--- src/rtl/pdm_pkg.sv ---
// Shared widths, saturation helper and modulator-order selection for the PDM transmitter.
// Optional feature macro: PDM_TX_ORDER2_EN selects the second-order modulator.
package pdm_pkg;

    typedef enum logic {
        SDM_ORDER1 = 1'b0,
        SDM_ORDER2 = 1'b1
    } sdm_order_e;

`ifdef PDM_TX_ORDER2_EN
    localparam sdm_order_e SDM_ORDER = SDM_ORDER2;
`else
    localparam sdm_order_e SDM_ORDER = SDM_ORDER1;
`endif

    // CIC register width: input width plus worst-case growth of the integrators.
    function automatic int CIC_W(int dw, int n, int r);
        return dw + n * $clog2(r);
    endfunction

    // Right shift that removes the interpolator DC gain R^(N-1).
    function automatic int SHIFT(int n, int r);
        return (n - 1) * $clog2(r);
    endfunction

    // Second-order modulator state width.
    function automatic int SDM_W(int dw);
        return dw + 3;
    endfunction

    // Clamp a wide signed value into the range of a w-bit signed number.
    function automatic logic signed [63:0] sat(logic signed [63:0] v, int w);
        logic signed [63:0] hi;
        logic signed [63:0] lo;
        hi = (64'sd1 <<< (w - 1)) - 64'sd1;
        lo = -(64'sd1 <<< (w - 1));
        if (v > hi) return hi;
        if (v < lo) return lo;
        return v;
    endfunction

endpackage

--- src/rtl/pdm_tx_if.sv ---
// Sample input handshake between a PCM source and the PDM transmitter.
interface pdm_tx_if #(parameter int DW = 16) ();
    logic signed [DW-1:0] in_data;
    logic                 in_valid;
    logic                 in_ready;

    modport master (output in_data, output in_valid, input in_ready);
    modport slave  (input in_data, input in_valid, output in_ready);
endinterface

--- src/rtl/pdm_sdm.sv ---
// Delta-sigma modulator turning a DW-bit signed level into a 1-bit registered stream.
// PDM_TX_ORDER2_EN selects the second-order error-feedback loop; default is first order.
module pdm_sdm
    import pdm_pkg::*;
#(
    parameter int DW = 16
) (
    input  logic                 clk,
    input  logic                 reset,
    input  logic signed [DW-1:0] y_i,
    output logic                 dout_o
);

`ifdef PDM_TX_ORDER2_EN
    localparam int                SW   = SDM_W(DW);
    localparam logic signed [63:0] HALF = 64'sd1 <<< (DW - 1);

    logic signed [SW-1:0] v1_q, v1_d;
    logic signed [SW-1:0] v2_q, v2_d;
    logic                 dout_q, dout_d;
    logic signed [63:0]   fb;

    // Two saturating integrators; v2 takes the updated v1 and the quantizer sees the
    // updated v2, giving a noise transfer of (1-z^-1)^2.
    always_comb begin
        fb     = dout_q ? HALF : -HALF;
        v1_d   = SW'(sat(64'(v1_q) + 64'(y_i) - fb, SW));
        v2_d   = SW'(sat(64'(v2_q) + 64'(v1_d) - fb, SW));
        dout_d = !v2_d[SW-1];
    end

    // Modulator state register.
    always_ff @(posedge clk) begin
        if (reset) begin
            v1_q   <= '0;
            v2_q   <= '0;
            dout_q <= 1'b0;
        end else begin
            v1_q   <= v1_d;
            v2_q   <= v2_d;
            dout_q <= dout_d;
        end
    end

    assign dout_o = dout_q;
`else
    logic [DW:0]   acc_q, acc_d;
    logic [DW-1:0] u;

    // Offset-binary level accumulated modulo 2^DW; the carry out is the PDM bit.
    always_comb begin
        u     = {~y_i[DW-1], y_i[DW-2:0]};
        acc_d = {1'b0, acc_q[DW-1:0]} + {1'b0, u};
    end

    // Accumulator register; its top bit is the registered output.
    always_ff @(posedge clk) begin
        if (reset) acc_q <= '0;
        else       acc_q <= acc_d;
    end

    assign dout_o = acc_q[DW];
`endif

endmodule

--- src/rtl/pdm_tx.sv ---
// PCM-to-PDM transmitter: one-entry sample holding register, slot phase counter,
// N-stage CIC interpolator by R, rescale/saturate, then pdm_sdm.
// PDM_TX_ORDER2_EN (see pdm_sdm) swaps in the second-order modulator.
module pdm_tx
    import pdm_pkg::*;
#(
    parameter int DW = 16,
    parameter int R  = 64,
    parameter int N  = 3
) (
    input  logic     clk,
    input  logic     reset,
    pdm_tx_if.slave  bus,
    output logic     dout,
    output logic     underrun
);

    localparam int LR = $clog2(R);
    localparam int CW = DW + N;
    localparam int W  = CIC_W(DW, N, R);
    localparam int SH = SHIFT(N, R);

    logic [LR-1:0]        phase_q, phase_d;
    logic                 held_q, held_d;
    logic signed [DW-1:0] hold_q, hold_d;
    logic signed [DW-1:0] last_q, last_d;
    logic                 underrun_q, underrun_d;
    logic                 consume, xfer;
    logic signed [DW-1:0] x_slow;

    logic signed [CW-1:0] dly_q [N];
    logic signed [CW-1:0] dly_d [N];
    logic signed [CW-1:0] cstg  [N+1];
    logic signed [CW-1:0] c_q, c_d;

    logic signed [W-1:0]  integ_q [N];
    logic signed [W-1:0]  integ_d [N];
    logic signed [W-1:0]  istuff;
    logic signed [W-1:0]  ishift;
    logic signed [DW-1:0] y_q, y_d;

    assign consume      = (phase_q == LR'(R - 1));
    assign xfer         = bus.in_valid && !held_q;
    assign bus.in_ready = !held_q;
    assign underrun     = underrun_q;

    // Handshake and slot consumption; an empty slot repeats the last value.
    always_comb begin
        phase_d    = phase_q + 1'b1;
        x_slow     = held_q ? hold_q : last_q;
        held_d     = held_q;
        hold_d     = hold_q;
        last_d     = last_q;
        underrun_d = 1'b0;
        if (consume) begin
            last_d     = x_slow;
            held_d     = 1'b0;
            underrun_d = !held_q;
        end
        if (xfer) begin
            held_d = 1'b1;
            hold_d = bus.in_data;
        end
    end

    // Comb differentiators at the slow rate, advanced only on the consume edge.
    always_comb begin
        cstg[0] = CW'(x_slow);
        for (int k = 0; k < N; k++) begin
            cstg[k+1] = cstg[k] - dly_q[k];
            dly_d[k]  = consume ? cstg[k] : dly_q[k];
        end
        c_d = consume ? cstg[N] : c_q;
    end

    // Zero-stuffed integrators (modular arithmetic) followed by gain removal and clamp.
    always_comb begin
        istuff = '0;
        if (phase_q == '0) istuff = W'(c_q);
        integ_d[0] = integ_q[0] + istuff;
        for (int k = 1; k < N; k++) integ_d[k] = integ_q[k] + integ_q[k-1];
        ishift = integ_q[N-1] >>> SH;
        y_d    = DW'(sat(64'(ishift), DW));
    end

    // All transmitter state registers.
    always_ff @(posedge clk) begin
        if (reset) begin
            phase_q    <= '0;
            held_q     <= 1'b0;
            hold_q     <= '0;
            last_q     <= '0;
            underrun_q <= 1'b0;
            c_q        <= '0;
            y_q        <= '0;
            for (int k = 0; k < N; k++) begin
                dly_q[k]   <= '0;
                integ_q[k] <= '0;
            end
        end else begin
            phase_q    <= phase_d;
            held_q     <= held_d;
            hold_q     <= hold_d;
            last_q     <= last_d;
            underrun_q <= underrun_d;
            c_q        <= c_d;
            y_q        <= y_d;
            for (int k = 0; k < N; k++) begin
                dly_q[k]   <= dly_d[k];
                integ_q[k] <= integ_d[k];
            end
        end
    end

    pdm_sdm #(.DW(DW)) u_sdm (
        .clk    (clk),
        .reset  (reset),
        .y_i    (y_q),
        .dout_o (dout)
    );

endmodule

--- src/flat_wrapper.sv ---
// flat-port wrapper written by rule: the top's interface ports become plain ports
module pdm_tx_flat import pdm_pkg::*;
#(
    parameter int DW = 16,
    parameter int R  = 64,
    parameter int N  = 3
)
  (clk, reset, dout, underrun, bus_in_data, bus_in_valid, bus_in_ready);
  pdm_tx_if #(.DW(DW)) bus_i ();
  input  logic clk;
  input  logic reset;
  output logic dout;
  output logic underrun;
  input wire logic [$bits(bus_i.in_data)-1:0] bus_in_data;
  input wire logic [$bits(bus_i.in_valid)-1:0] bus_in_valid;
  output wire logic [$bits(bus_i.in_ready)-1:0] bus_in_ready;
  assign bus_i.in_data = bus_in_data;
  assign bus_i.in_valid = bus_in_valid;
  assign bus_in_ready = bus_i.in_ready;
  pdm_tx #(.DW(DW), .R(R), .N(N)) u_core (.clk(clk), .reset(reset), .bus(bus_i), .dout(dout), .underrun(underrun));
endmodule
--- config.mk ---
export PLATFORM = sky130hd
export DESIGN_NAME = pdm_tx_flat
export DESIGN_NICKNAME = d
export VERILOG_FILES = /design/src/rtl/pdm_pkg.sv /design/src/rtl/pdm_tx_if.sv /design/src/rtl/pdm_sdm.sv /design/src/rtl/pdm_tx.sv /design/src/flat_wrapper.sv
export SDC_FILE = /design/constraint.sdc
export NUM_CORES = 1
export LEC_CHECK = 0
export CAP_MARGIN = 0
export CORE_MARGIN = 3
export CORE_UTILIZATION = 64
export CTS_CLUSTER_DIAMETER = 60
export DETAILED_ROUTE_END_ITERATION = 16
export PLACE_DENSITY = 0.81
export SETUP_SLACK_MARGIN = 0.5
export SKIP_CTS_REPAIR_TIMING = 1
export SLEW_MARGIN = 20
export SYNTH_ARGS = -nofsm -noshare
export SYNTH_HDL_FRONTEND = slang
export SYNTH_SLANG_ARGS = --single-unit
--- constraint.sdc ---
create_clock -name clk -period 8 [get_ports clk]
set_clock_uncertainty 0.15 [all_clocks]
set_input_delay 0.8 -clock clk [delete_from_list [all_inputs] [get_ports clk]]
set_output_delay 0.8 -clock clk [all_outputs]
set_load 0.02 [all_outputs]
==> results by group, run 1 <==
Outcome
  – Outcome: complete, no violations

Logic synthesis
  – Post-synth EDFFs: 0
  – Top_reg_cell synth: dfxtp_1
  – Mapped Area: 14500 µm²
  – Yosys top cell area share: 32.0%
  – Mean Syn Cell Area: 8.10 µm²
  – Largest area contributor in the netlist: dfxtp_1
  – Distinct cells, synth: 68
  – Net Count, Synth: 1985
  – Gate Count Post-Synth: 1790
  – Yosys reg bits: 232
  – Post-synthesis sequential area ratio: 32.0%
  – Synth async-reset ratio: 0%
  – Synth area leaders: dfxtp_1 (32%), ha_1 (15%), a21oi_1 (5.9%)
  – YS warnings: 0

Worst hold path
  – Hold path depth: 2
  – Hold Crit Class: reg -> reg
  – Hold path endpoint: u_core.c_q[5]
  – Hold path startpoint: u_core.c_q[5]

Die
  – I/O pin cnt: 22
  – FP Rows: 54
  – Initial core utilization: 65.8%
  – Core ar.: 22000 µm²
  – Vert. Die Dim: 156 µm
  – Die ar.: 24500 µm²
  – Die X: 156 µm

Setup path
  – CP max stage cell: mux2i_1
  – Crit Path Category: reg -> reg
  – Startpoint types: flip-flop
  – Critical Path Fanout Max: 34
  – Cell mode on critical path: a21o_1
  – Worst Path Required: 8.22 ns
  – Worst r2r path cells: 29
  – Worst reg2reg path endpoint: u_core.c_q[18]
  – Beginning of the worst register-to-register path: u_core.held_q
  – Largest delay share family, worst path: compound AO/OA/AOI/OAI gates
  – Worst R2R Setup Slack: 1.60 ns
  – CP Buf/Inv Count: 2
  – Slowest stage delay, CP: 0.46 ns
  – Worst Setup End Kind: flip-flop
  – Worst EP arrival: 6.62 ns

Placed design
  – RePlAce Congestion: 0.880
  – Pre-CTS WS: 1.77 ns
  – Final HPWL DP: 21300 µm
  – Placed insts: 2044
  – Port Buf Inserts: 21

Route
  – Drt drc: 0
  – Via/cell ratio: 5.82
  – Vias: 12172
  – Antenna Nets Post-Route: 0
  – DRT Pass-1 Iters: 5
  – DR iter-0 viols: 673
  – Mean routed wirelength per cell: 14.5 µm
  – Routed wire length: 30300 µm

GRT
  – First-pass GRT wire length: 52100 µm
  – Gr usage total: 24.7%
  – Largest net degree at the start of global routing: 120
  – Number of global-route vias before repair: 11761
  – Antenna violations before repair: 0
  – GRT overflow: 0

Power
  – Clock network fraction of total power: 38.6%
  – Max IR drop VDD: 0.000218 V
  – PwrDens: 208 nW/µm²
  – Sequential power share: 36.8%
  – Switch Pwr: 951 µW
  – Switching part of the total: 28.9%
  – Pleak: 0.00708 µW
  – Share of power burned in combinational logic: 24.6%
  – Internal power: 2340 µW

Finish
  – Number of fill cells: 1723
  – Post-route insts no fill: 2091
  – Most frequent cells in the layout: dfxtp_1 (232), nand2_1 (208), nor2_1 (201), a21oi_1 (170), ha_1 (169)
  – Most common cell after layout, fill and taps aside: dfxtp_1
  – Synth-to-Final Area Change: 9.31%
  – Register area: 4640 µm²
  – Multi-input gate area: 9320 µm²
  – Number of antenna cells inserted: 0
  – Nets@finish: 1988
  – Share of layout cells above drive strength 1: 4.31%

CTS
  – CTS sink cnt: 232
  – CTS H-tree depth: 1
  – CTS tree: built
  – Clk_lat worst skew: 0.53 ns
  – Clk slew on worst S/H paths: 0.06 ns
  – Root Buffer: clkbuf_16
  – Clk buf depth: 3
  – CTS Buf Count: 27

STA
  – Final setup fails: 0
  – Max frequency: 0.156 GHz
  – Fin. max-slew vios: 0
  – Actual slew at the worst max-slew pin: 1.02 ns
  – Unrepaired setup endpoints after global routing: false
  – Hold Fails Final Rpt: 0
  – Max-slew headroom: 32.0%
  – Setup WS post-layout: 1.60 ns
  – Setup TNS: 0 ns
  – Clock period minus worst slack: 6.40 ns
  – Tcrit/Tclk final: 80.0%

Run
  – Max Cap Violations: 0
## power by group through the flow
stage	logic, µW	registers [µW]	clock network (µW)
2_1_floorplan	649	1230	0
3_3_place_gp	773	1230	0
3_5_place_dp	796	1240	0
4_1_cts	807	1210	1290
5_1_grt	912	1210	1340
6_report	809	1210	1270
## final cells by class
class | count | area share [%]
multi-input combinational | 1410 | 58.8
clock buffer | 37 | 4.82
inverter | 96 | 2.27
timing repair buffer | 26 | 1.57
clock inverter | 10 | 0.987
sequential | 232 | 29.3
tap | 280 | 2.21
## through the flow
step	total power [µW]	area [µm²]	hold slack, ns	utilization [%]
global placement	2010	14900	0.285	67.7
detailed placement	2030	14900	0.291	67.7
floorplan	1880	14500	0.277	-
global route	3460	15800	0.304	71.9
finish	3290	15800	0.296	71.9
CTS	3310	15800	0.299	71.9
## Yosys cell counts (all sizes together), types with 6 or more instances
library cell / n
fa: 7
a21oi: 173
o21a: 24
nor4: 8
o21ai: 88
ha: 169
nor2b: 30
o31ai: 6
nor3: 29
or3: 15
xor2: 58
a31oi: 16
inv: 96
dfxtp: 232
clkbuf: 50
o21bai: 18
nand2b: 24
and2: 9
a211oi: 24
a21boi: 8
nand3: 30
nand2: 208
a21o: 71
and3: 40
nand4: 7
xnor2: 79
o211ai: 6
nor2: 202
## flip-flops by register name, indices dropped and copies added, names as in the netlist
signal / cells
u_core.last_q: 15
u_core.hold_q: 16
u_core.u_sdm.acc_q: 17
u_core.phase_q: 6
u_core.y_q: 16
u_core.underrun: 1
u_core.integ_q: 102
u_core.dly_q: 39
u_core.held_q: 1
u_core.c_q: 19
## worst register-to-register path, delay by kind of cell (launching register included)
kind	cells	cell delay, ns
AND/OR/NAND/NOR	5	1.09
XOR/XNOR	3	0.40
flip-flops	1	0.32
buffers and inverters	2	0.40
multiplexers	1	0.47
adder cells (fa/ha/maj)	3	0.76
AO/OA/AOI/OAI	15	2.64
## routing by layer
metal  GRT usage [%]  up-vias  wire [µm]
li1                -     6258          -
met1            29.9     5689      13300
met2            45.0      160      15000
met3            3.40       65        934
met4            7.92        0        957
met5               0        -          0
## kinds of logic (layout without fill, tap and decap cells)
logic type / Yosys count / after routing / synth area share [%]
XOR/XNOR: 137 / 137 / 8.28
AND/OR/NAND/NOR: 617 / 617 / 19.2
AO/OA/AOI/OAI: 476 / 476 / 20.8
multiplexers: 4 / 4 / 0.276
flip-flops: 232 / 232 / 32.0
buffers and inverters: 148 / 169 / 3.83
adder cells (fa/ha/maj): 176 / 176 / 15.6
## worst max-delay path by stage
stage,startpoint,to,slack [ns],cells after the start
floorplan,u_core.held_q,u_core.c_q[18],2.32,29
global placement,u_core.held_q,u_core.c_q[18],1.93,29
detailed placement,u_core.held_q,u_core.c_q[18],1.77,29
CTS,u_core.held_q,u_core.c_q[18],1.60,29
global route,u_core.held_q,u_core.c_q[18],1.16,29
finish,u_core.held_q,u_core.c_q[18],1.60,29
Note: power is estimated with default switching activity, not from simulation.
==> inputs of run 2 (changes only) <==
- clock period: 8 -> 6.7 ns (I/O delays scaled with it)
==> run 2 against run 1 <==
Net effect: final cell count barely moved; global-route usage fell by 0.080 points; first-iteration DRC count rose by 1.8%; critical path depth fell by 1; via count fell by 0.16%; sequential share of layout area barely moved; register-to-register slack got worse by 0.73 ns; critical path type unchanged; combinational power rose by 21%; worst setup slack got worse by 0.73 ns; largest power group is now sequential cells.
==> results by group, run 2 (synthesized netlist as in run 1, its figures left out) <==
Outcome
  – Outcome: complete, no violations

STA
  – Unrepaired setup endpoints after global routing: false
  – Tcrit/Tclk final: 87.0%
  – Actual slew at the worst max-slew pin: 1.05 ns
  – WHS: 0.299 ns
  – Hold Fails Final Rpt: 0
  – Fin. max-slew vios: 0
  – Clock period minus worst slack: 5.83 ns
  – Max-slew headroom: 29.9%
  – Setup TNS: 0 ns
  – Max frequency: 0.172 GHz
  – Final setup fails: 0

CTS
  – CTS Buf Count: 27
  – CTS H-tree depth: 1
  – CTS tree: built
  – Clk_lat worst skew: 0.53 ns
  – Clk slew on worst S/H paths: 0.06 ns
  – Clk buf depth: 3
  – Root Buffer: clkbuf_16
  – CTS sink cnt: 232

Finish
  – Post-layout instance area: 15800 µm²
  – Most frequent cells in the layout: dfxtp_1 (231), nand2_1 (208), nor2_1 (201), a21oi_1 (170), ha_1 (168)
  – Reg with most FFs: u_core.integ_q
  – Max reg flops: 102
  – Synth-to-Final Area Change: 9.31%
  – Number of fill cells: 1709
  – Multi-input gate area: 9350 µm²
  – Most common cell after layout, fill and taps aside: dfxtp_1
  – Share of layout cells above drive strength 1: 4.80%
  – Register area: 4650 µm²
  – Regs by FF count: u_core.integ_q: 102 flops, u_core.dly_q: 39 flops, u_core.c_q: 19 flops
  – Nets@finish: 1988
  – Number of antenna cells inserted: 0

Die
  – FP Rows: 54
  – Core ar.: 22000 µm²
  – Die X: 156 µm
  – I/O pin cnt: 22
  – Vert. Die Dim: 156 µm
  – Die ar.: 24500 µm²
  – Initial core utilization: 65.8%

Route
  – DRT Pass-1 Iters: 5
  – Antenna Nets Post-Route: 0
  – Routed wire length: 30500 µm
  – DR iter-0 viols: 685
  – Mean routed wirelength per cell: 14.6 µm
  – Drt drc: 0
  – Vias: 12152
  – Via/cell ratio: 5.81

Setup path
  – Worst R2R Setup Slack: 0.87 ns
  – Worst EP arrival: 6.06 ns
  – Cell mode on critical path: a21o_1
  – Critical Path Fanout Max: 5
  – Worst Path Required: 6.93 ns
  – Crit Path Category: reg -> reg
  – Startpoint types: flip-flop
  – Worst Setup End Kind: flip-flop
  – Slowest stage delay, CP: 0.39 ns
  – CP max stage cell: or3_1

Placed design
  – Port Buf Inserts: 21
  – RePlAce Congestion: 0.885
  – Final HPWL DP: 21300 µm
  – Placed cell area: 14900 µm²

Power
  – Pwr Total: 3870 µW
  – Max IR drop VDD: 0.000231 V
  – PwrDens: 244 nW/µm²
  – Pleak: 0.00706 µW

GRT
  – Largest net degree at the start of global routing: 117
  – Number of global-route vias before repair: 11914
  – Gr usage total: 24.6%
  – First-pass GRT wire length: 52100 µm
  – GRT overflow: 0
  – Antenna violations before repair: 0

Run
  – Max Cap Violations: 0

Worst hold path
  – Hold Crit Class: reg -> reg
## run 2: critical path: cells and delay by family (launching register included)
family	cells	cell delay (ns)
flip-flops	1	0.38
adder cells (fa/ha/maj)	3	0.75
XOR/XNOR	3	0.40
multiplexers	1	0.29
buffers and inverters	1	0.07
AND/OR/NAND/NOR	5	1.09
AO/OA/AOI/OAI	15	2.55
## run 2: worst paths after layout
path	cells past startpoint	start	end
worst max-delay path	28	u_core.held_q	u_core.c_q[18]
worst max register to register	28	u_core.held_q	u_core.c_q[18]
worst min-delay path	2	u_core.c_q[13]	u_core.c_q[13]
worst min register to register	2	u_core.c_q[13]	u_core.c_q[13]
## run 2: layer usage
metal	GRT usage, %	up-vias	routed length [µm]
met2	45.3	155	15300
met3	3.43	65	915
met4	8.71	0	998
li1	-	6255	-
met1	29.1	5677	13300
met5	0	-	0
## run 2: area by class of cell
cell class / instances / area share, %
Multi-Input combinational cell: 1410 / 59.0
Clock buffer: 34 / 4.68
Timing Repair Buffer: 26 / 1.65
Tap cell: 280 / 2.21
Inverter: 96 / 2.27
Clock inverter: 14 / 0.853
Sequential cell: 232 / 29.3
## run 2: metrics by stage
step	utilization (%)	setup slack [ns]	std cells
4_1_cts	71.7	0.723	2092
6_report	71.9	0.872	2092
3_3_place_gp	67.7	0.929	2044
5_1_grt	71.9	0.505	2092
2_1_floorplan	-	1.02	1790
3_5_place_dp	67.7	0.758	2044
## run 2: where the power goes
group | switching [µW] | total [µW] | leakage (µW) | internal (µW)
logic | 551 | 978 | 0.00475 | 427
clock network | 588 | 1450 | 0.000430 | 860
registers | 22.0 | 1450 | 0.00187 | 1420
